## config.mk

```make
export PLATFORM = sky130hd
export DESIGN_NAME = iter_shift_right
export DESIGN_NICKNAME = d
export VERILOG_FILES = /design/src/rtl/mips_shift_pkg.sv /design/src/rtl/shift_right_step.sv /design/src/rtl/iter_shift_right.sv
export SDC_FILE = /design/constraint.sdc
export NUM_CORES = 1
export LEC_CHECK = 0
export CAP_MARGIN = 20
export CORE_ASPECT_RATIO = 2
export CORE_MARGIN = 4
export CORE_UTILIZATION = 44
export CTS_CLUSTER_SIZE = 25
export DETAILED_ROUTE_END_ITERATION = 7
export PLACE_DENSITY_LB_ADDON = 0.3
export SYNTH_ARGS = -nofsm -noshare
export SYNTH_HDL_FRONTEND = slang
export SYNTH_SLANG_ARGS = --single-unit
```

## constraint.sdc

```tcl
create_clock -name clk -period 2.3 [get_ports clk]
set_clock_uncertainty 0.05 [all_clocks]
set_input_delay 0.46 -clock clk [delete_from_list [all_inputs] [get_ports clk]]
set_output_delay 0.46 -clock clk [all_outputs]
set_load 0.01 [all_outputs]
```

## src/rtl/mips_shift_pkg.sv

```systemverilog
// Shared definitions for the multi-cycle MIPS shift datapath.
// Provides the shifter FSM state encoding, the datapath width constants
// and the shift-mode encoding the control unit drives onto `arith`.
package mips_shift_pkg;

    localparam int DATA_W  = 32;
    localparam int SHAMT_W = 5;

    typedef enum logic {
        IDLE  = 1'b0,
        SHIFT = 1'b1
    } state_t;

    localparam logic SHIFT_LOGICAL = 1'b0;
    localparam logic SHIFT_ARITH   = 1'b1;

endpackage

```

## src/rtl/shift_right_step.sv

```systemverilog
// Combinational single step of the iterative right shifter.
// Ports:
//   value   - operand for this step
//   k       - shift distance for this step (0..STEP)
//   fill    - bit written into the vacated MSBs
//   shifted - value >> k with the top k bits set to fill
module shift_right_step #(
    parameter int DATA_W = 32,
    parameter int K_W    = 1
) (
    input  logic [DATA_W-1:0] value,
    input  logic [K_W-1:0]    k,
    input  logic              fill,
    output logic [DATA_W-1:0] shifted
);

    logic [DATA_W-1:0] fill_mask;

    // Ones in exactly the k vacated MSB positions.
    assign fill_mask = ~({DATA_W{1'b1}} >> k);
    assign shifted   = (value >> k) | ({DATA_W{fill}} & fill_mask);

endmodule

```

## src/rtl/iter_shift_right.sv

```systemverilog
// Multi-cycle right shifter for srl/sra/srlv/srav.
// Shifts a captured operand right by a captured amount, STEP bits per clock,
// under a start/busy/done handshake from the control FSM.
// Ports:
//   clk     - rising-edge clock
//   reset_n - asynchronous active-low reset
//   start   - request, sampled only while idle
//   flush   - synchronous abort, overrides start
//   arith   - 0 = zero fill, 1 = sign fill
//   shamt   - shift amount, captured at start
//   data_in - operand, captured at start
//   result  - shifted value, stable while idle
//   busy    - high while a shift is in progress
//   done    - one-cycle pulse when result becomes valid
module iter_shift_right #(
    parameter int DATA_W  = mips_shift_pkg::DATA_W,
    parameter int SHAMT_W = mips_shift_pkg::SHAMT_W,
    parameter int STEP    = 1
) (
    input  logic               clk,
    input  logic               reset_n,
    input  logic               start,
    input  logic               flush,
    input  logic               arith,
    input  logic [SHAMT_W-1:0] shamt,
    input  logic [DATA_W-1:0]  data_in,
    output logic [DATA_W-1:0]  result,
    output logic               busy,
    output logic               done
);

    import mips_shift_pkg::*;

    localparam int K_W = $clog2(STEP + 1);

    state_t             state, state_n;
    logic [DATA_W-1:0]  work, work_n;
    logic [SHAMT_W-1:0] count, count_n;
    logic               fill, fill_n;
    logic               done_q, done_n;
    logic [K_W-1:0]     k;
    logic [DATA_W-1:0]  stepped;

    // Last step may be shorter than STEP when the remaining count is small.
    assign k = (int'(count) >= STEP) ? K_W'(STEP) : K_W'(count);

    shift_right_step #(
        .DATA_W (DATA_W),
        .K_W    (K_W)
    ) u_step (
        .value   (work),
        .k       (k),
        .fill    (fill),
        .shifted (stepped)
    );

    always_comb begin
        // NOTE: every output of this block gets a default first so no path
        // leaves a variable unassigned, which would infer a latch.
        state_n = state;
        work_n  = work;
        count_n = count;
        fill_n  = fill;
        done_n  = 1'b0;

        if (flush) begin
            // Abort keeps the partial result; only the handshake is cleared.
            state_n = IDLE;
        end else begin
            case (state)
                IDLE: begin
                    if (start) begin
                        state_n = SHIFT;
                        work_n  = data_in;
                        count_n = shamt;
                        fill_n  = arith & data_in[DATA_W-1];
                    end
                end
                SHIFT: begin
                    work_n  = stepped;
                    count_n = count - SHAMT_W'(k);
                    // Covers both "reached zero now" and "entered with zero".
                    if (count_n == '0) begin
                        state_n = IDLE;
                        done_n  = 1'b1;
                    end
                end
                default: state_n = IDLE;
            endcase
        end
    end

    // NOTE: sequential state uses non-blocking assignments so every register
    // samples the pre-edge values regardless of statement order.
    always_ff @(posedge clk or negedge reset_n) begin
        if (!reset_n) begin
            state  <= IDLE;
            work   <= '0;
            count  <= '0;
            fill   <= 1'b0;
            done_q <= 1'b0;
        end else begin
            state  <= state_n;
            work   <= work_n;
            count  <= count_n;
            fill   <= fill_n;
            done_q <= done_n;
        end
    end

    assign result = work;
    assign busy   = (state == SHIFT);
    assign done   = done_q;

endmodule

```

==> summary.md <==
| Metric | Value |
|---|---|
| Maximum net fanout on the critical path | 16 |
| Average routed wire per standard cell | 17.4 microns |
| Crit path max-delay family | compound AO/OA/AOI/OAI gates |
| Worst slack, placed | about 150 ps |
| CP required | around 2500 ps |
| FMAX | approximately 0.47 GHz |
| Ratio of cells with drive above 1 in the final layout | approximately 6.5% |
| Weighted congestion reported at the end of routability-driven placement | around 0.88 |
| Fin. max-slew vios | 0 |
| Core region area | 4600 sq um |
| Residual overflow from global routing | 0 |
| HPWL Detailed | 4040 microns |
| Number of fillers in the final layout | around 420 |
| TritonCTS sink count | 40 |
| Net switching component of the power | ~0.78 mW |
| Worst hold slack | 234 ps |
| Launching element of the worst setup path | count[1]$_DFFE_PN0P_ |
| Count of buffers from port buffering | 75 |
| Cell Pwr Density | between 800 and 900 nW/um^2 |
| Clk buf depth | 2 |
| Period utilisation layout | between 90% and 100% |
| CTS Hold Buffers Added | 0 |
| Clock edge transition at the registers on the reported setup and hold paths | around 70 ps |
| Area Growth Syn to Fin | 35.8% |
| Crit Path Category | flop to flop |
| Relative contribution of the clock network to total power | 18.8% |
| Most used cells in the layout excluding fill and tap cells | clkdlybuf4s50_1 (74), o22ai_1 (66), dfrtp_1 (40) |
| Worst slew margin | about two fifths |
| Leak | 1.07 nW |
| Number of optimization iterations in the first detailed-route pass | 4 |
| Effective utilization at floorplan | between 40% and 50% |
| Unrepaired setup endpoints after global routing | false |
| Post-route ant nets | 0 |
| Endpoints failing hold | 0 |
| Per-cell via count in the routed design | 6.05 |
| Overall fraction of global-route tracks in use | about a fifth |
| Cell types with the largest area share after synthesis | dfrtp_1 (48%), o22ai_1 (20%), a21oi_1 (9.4%), clkbuf_8 (7.3%), buf_6 (2.2%) |
| Root cell of the clock tree | clkbuf_8 |
| Pin count of the biggest net entering global routing | 41 |
| Summed instance area of the synthesized netlist | just over 2000 sq um |
| Final period demand of the worst path | approximately 2100 ps |
| Num ports | 76 |
| Max capacitance violation total | 0 |
| Number of CTS-inserted buffers | 5 |
| Die Ht | approximately 110 microns |
| Comb power frac | 35.7% |
| Net total in the final layout | around 320 |
| Max stage delay cell, worst path | o21ai_2 |
| Element type at the critical path end | flop |
| Violation count after the first detailed-routing iteration | slightly below 60 |
| Width of the die | ~57 microns |
| Vias in the first global route | 2,078 |
| Reg power frac | roughly 46% |
| Cell row count | 35 |
| Internal power | about 1.5 mW |
| Switching part of the total | roughly a third |
| Synthesis Warnings | 0 |
| TNS Setup | 0 ps |
| Total inserted antenna cells | 0 |
| Fraction of the yosys area taken by sequential cells | 48.2% |
| Post-synthesis instance total | between 200 and 250 |
| Final setup violating endpoints | 0 |
| Class of the tightest hold or removal check | input port to async pin |
| Aggregate routed wire length | 5760 microns |
| Count of placed standard cells including taps | roughly 320 |
| Result of the run | complete, no violations |
| Crit-path cells | or4_4 > o21ai_2 > o22ai_1 > a21oi_1 |
| Total setup buffers inserted after CTS | 0 |
| Critical path capture point | result[22]$_DFFE_PN0P_ |
| Critical Path Max Stage Delay | approximately 600 ps |
| Reg-to-reg critical path endpoint | result[22]$_DFFE_PN0P_ |
| Least-Margin Pin Slew | between 800 and 900 ps |
| Post-Syn Area per Cell | between 10 and 15 sq um |
| Setup slack of the critical path after layout | approximately 160 ps |
| Via count of the routed design | 2,002 |
| Gates resized, CTS repair | 0 |
| Antenna violations before repair | 0 |
| First-pass GRT wire length | 9630 microns |
| Unique cell type count in the Yosys netlist | 28 |
| DIE AREA | 5950 sq um |
| Cell taking the most area after synthesis | dfrtp_1 |
| Peak supply drop | ~0.00054 V |
| Post-detailed-route DRC marker count | 0 |
| Leading cell type in the layout, fill and taps excluded | clkdlybuf4s50_1 |
| Arrival time worst endpoint | approximately 2300 ps |
| Critical register-to-register path startpoint | count[1]$_DFFE_PN0P_ |
| Synth Register Bits | 40 |
| Number of levels the H-tree was split into | 2 |
| Logic depth of the worst path, buffers included | 4 |
| Share of the synthesized area in the top cell type | between 40 and 50% |
| Length in cells of the worst reg-to-reg path | 4 |
| Post-route insts no fill | approximately 330 |
| Synth Net Count | around 250 |
| Clock tree from TritonCTS | built |
| Buffer and inverter count on the worst path | 0 |
| Crit path launch type | flop |
| Register-to-register setup slack | 160 ps |
| Skew-Pair Late Insertion Delay | about 290 ps |
## per-layer routing
| layer | vias up | global-route usage [%] | part of all wire, % | wire [microns] |
|---|---|---|---|---|
| met2 | 63 | 36.5 | 57 | 3260 |
| met4 | 0 | 10.4 | 3.6 | 210 |
| met1 | 977 | 21.7 | 36 | 2060 |
| met3 | 19 | 3.58 | 4.1 | 237 |
| li1 | 943 | - | - | - |
| met5 | - | 0 | 0 | 0 |
## cell type report
type / count / area [sq um] / area share [%]
Multi-Input combinational cell: 143 / 848 / 30.1
Clock inverter: 1 / 5.00 / 0.177
Inverter: 4 / 15.0 / 0.532
Sequential cell: 40 / 1000 / 35.5
Clock buffer: 6 / 72.6 / 2.57
Timing Repair Buffer: 82 / 811 / 28.7
Tap cell: 55 / 68.8 / 2.44
## power groups by stage
stage	Combinational (mW)	Clock, mW	Sequential (mW)
after floorplan	0.406	0	1.06
after global placement	0.804	0	1.05
after detailed placement	0.821	0	1.06
after CTS	0.823	0.448	1.04
after global routing	0.899	0.476	1.08
final	0.822	0.433	1.05
## per-stage QoR
stage	cell area [sq um]	power (mW)	util, %
floorplan	2080	1.47	-
global placement	2740	1.86	59.5
detailed placement	2740	1.88	59.5
CTS	2810	2.31	61.2
global route	2820	2.45	61.4
finish	2820	2.30	61.4
## cells by family (layout without fill, tap and decap cells)
logic type,Yosys count,after routing,synth area share (%)
AO/OA/AOI/OAI,116,117,33.2
adder cells (fa/ha/maj),1,1,0.602
multiplexers,1,1,0.482
flip-flops,40,40,48.2
XOR/XNOR,1,1,0.422
AND/OR/NAND/NOR,23,23,5.72
buffers and inverters,23,93,11.4
## cell usage after synthesis, drive strengths merged
| master | n |
|---|---|
| nand2 | 3 |
| dfrtp | 40 |
| inv | 4 |
| or4 | 1 |
| a21oi | 39 |
| a221o | 1 |
| nor2b | 1 |
| and3b | 1 |
| buf | 6 |
| nor3 | 2 |
| xnor2 | 1 |
| o21ai | 6 |
| nor2 | 9 |
| and2 | 1 |
| nand2b | 2 |
| a31oi | 2 |
| a21o | 1 |
| dlygate4sd1 | 1 |
| o21ba | 1 |
| o22ai | 66 |
| clkbuf | 12 |
| ha | 1 |
| nand3 | 2 |
| and4 | 1 |
| mux2i | 1 |
## state kept, by name (all words and copies together) (netlist names), named ones only
name	cells
count	5
done	1
result	31
fill	1
busy	1
## worst min path at each step
stage / from / to / slack [ps] / depth (start not counted)
after CTS: reset_n / result[7]$_DFFE_PN0P_ / 250 / 1
after global placement: fill$_DFFE_PN0P_ / fill$_DFFE_PN0P_ / 420 / 2
after floorplan: reset_n / async pin / 110 / 0
after global routing: reset_n / result[7]$_DFFE_PN0P_ / 300 / 1
after detailed placement: fill$_DFFE_PN0P_ / fill$_DFFE_PN0P_ / 440 / 2
final: reset_n / result[7]$_DFFE_PN0P_ / 230 / 1
Note: power is estimated with default switching activity, not from simulation.
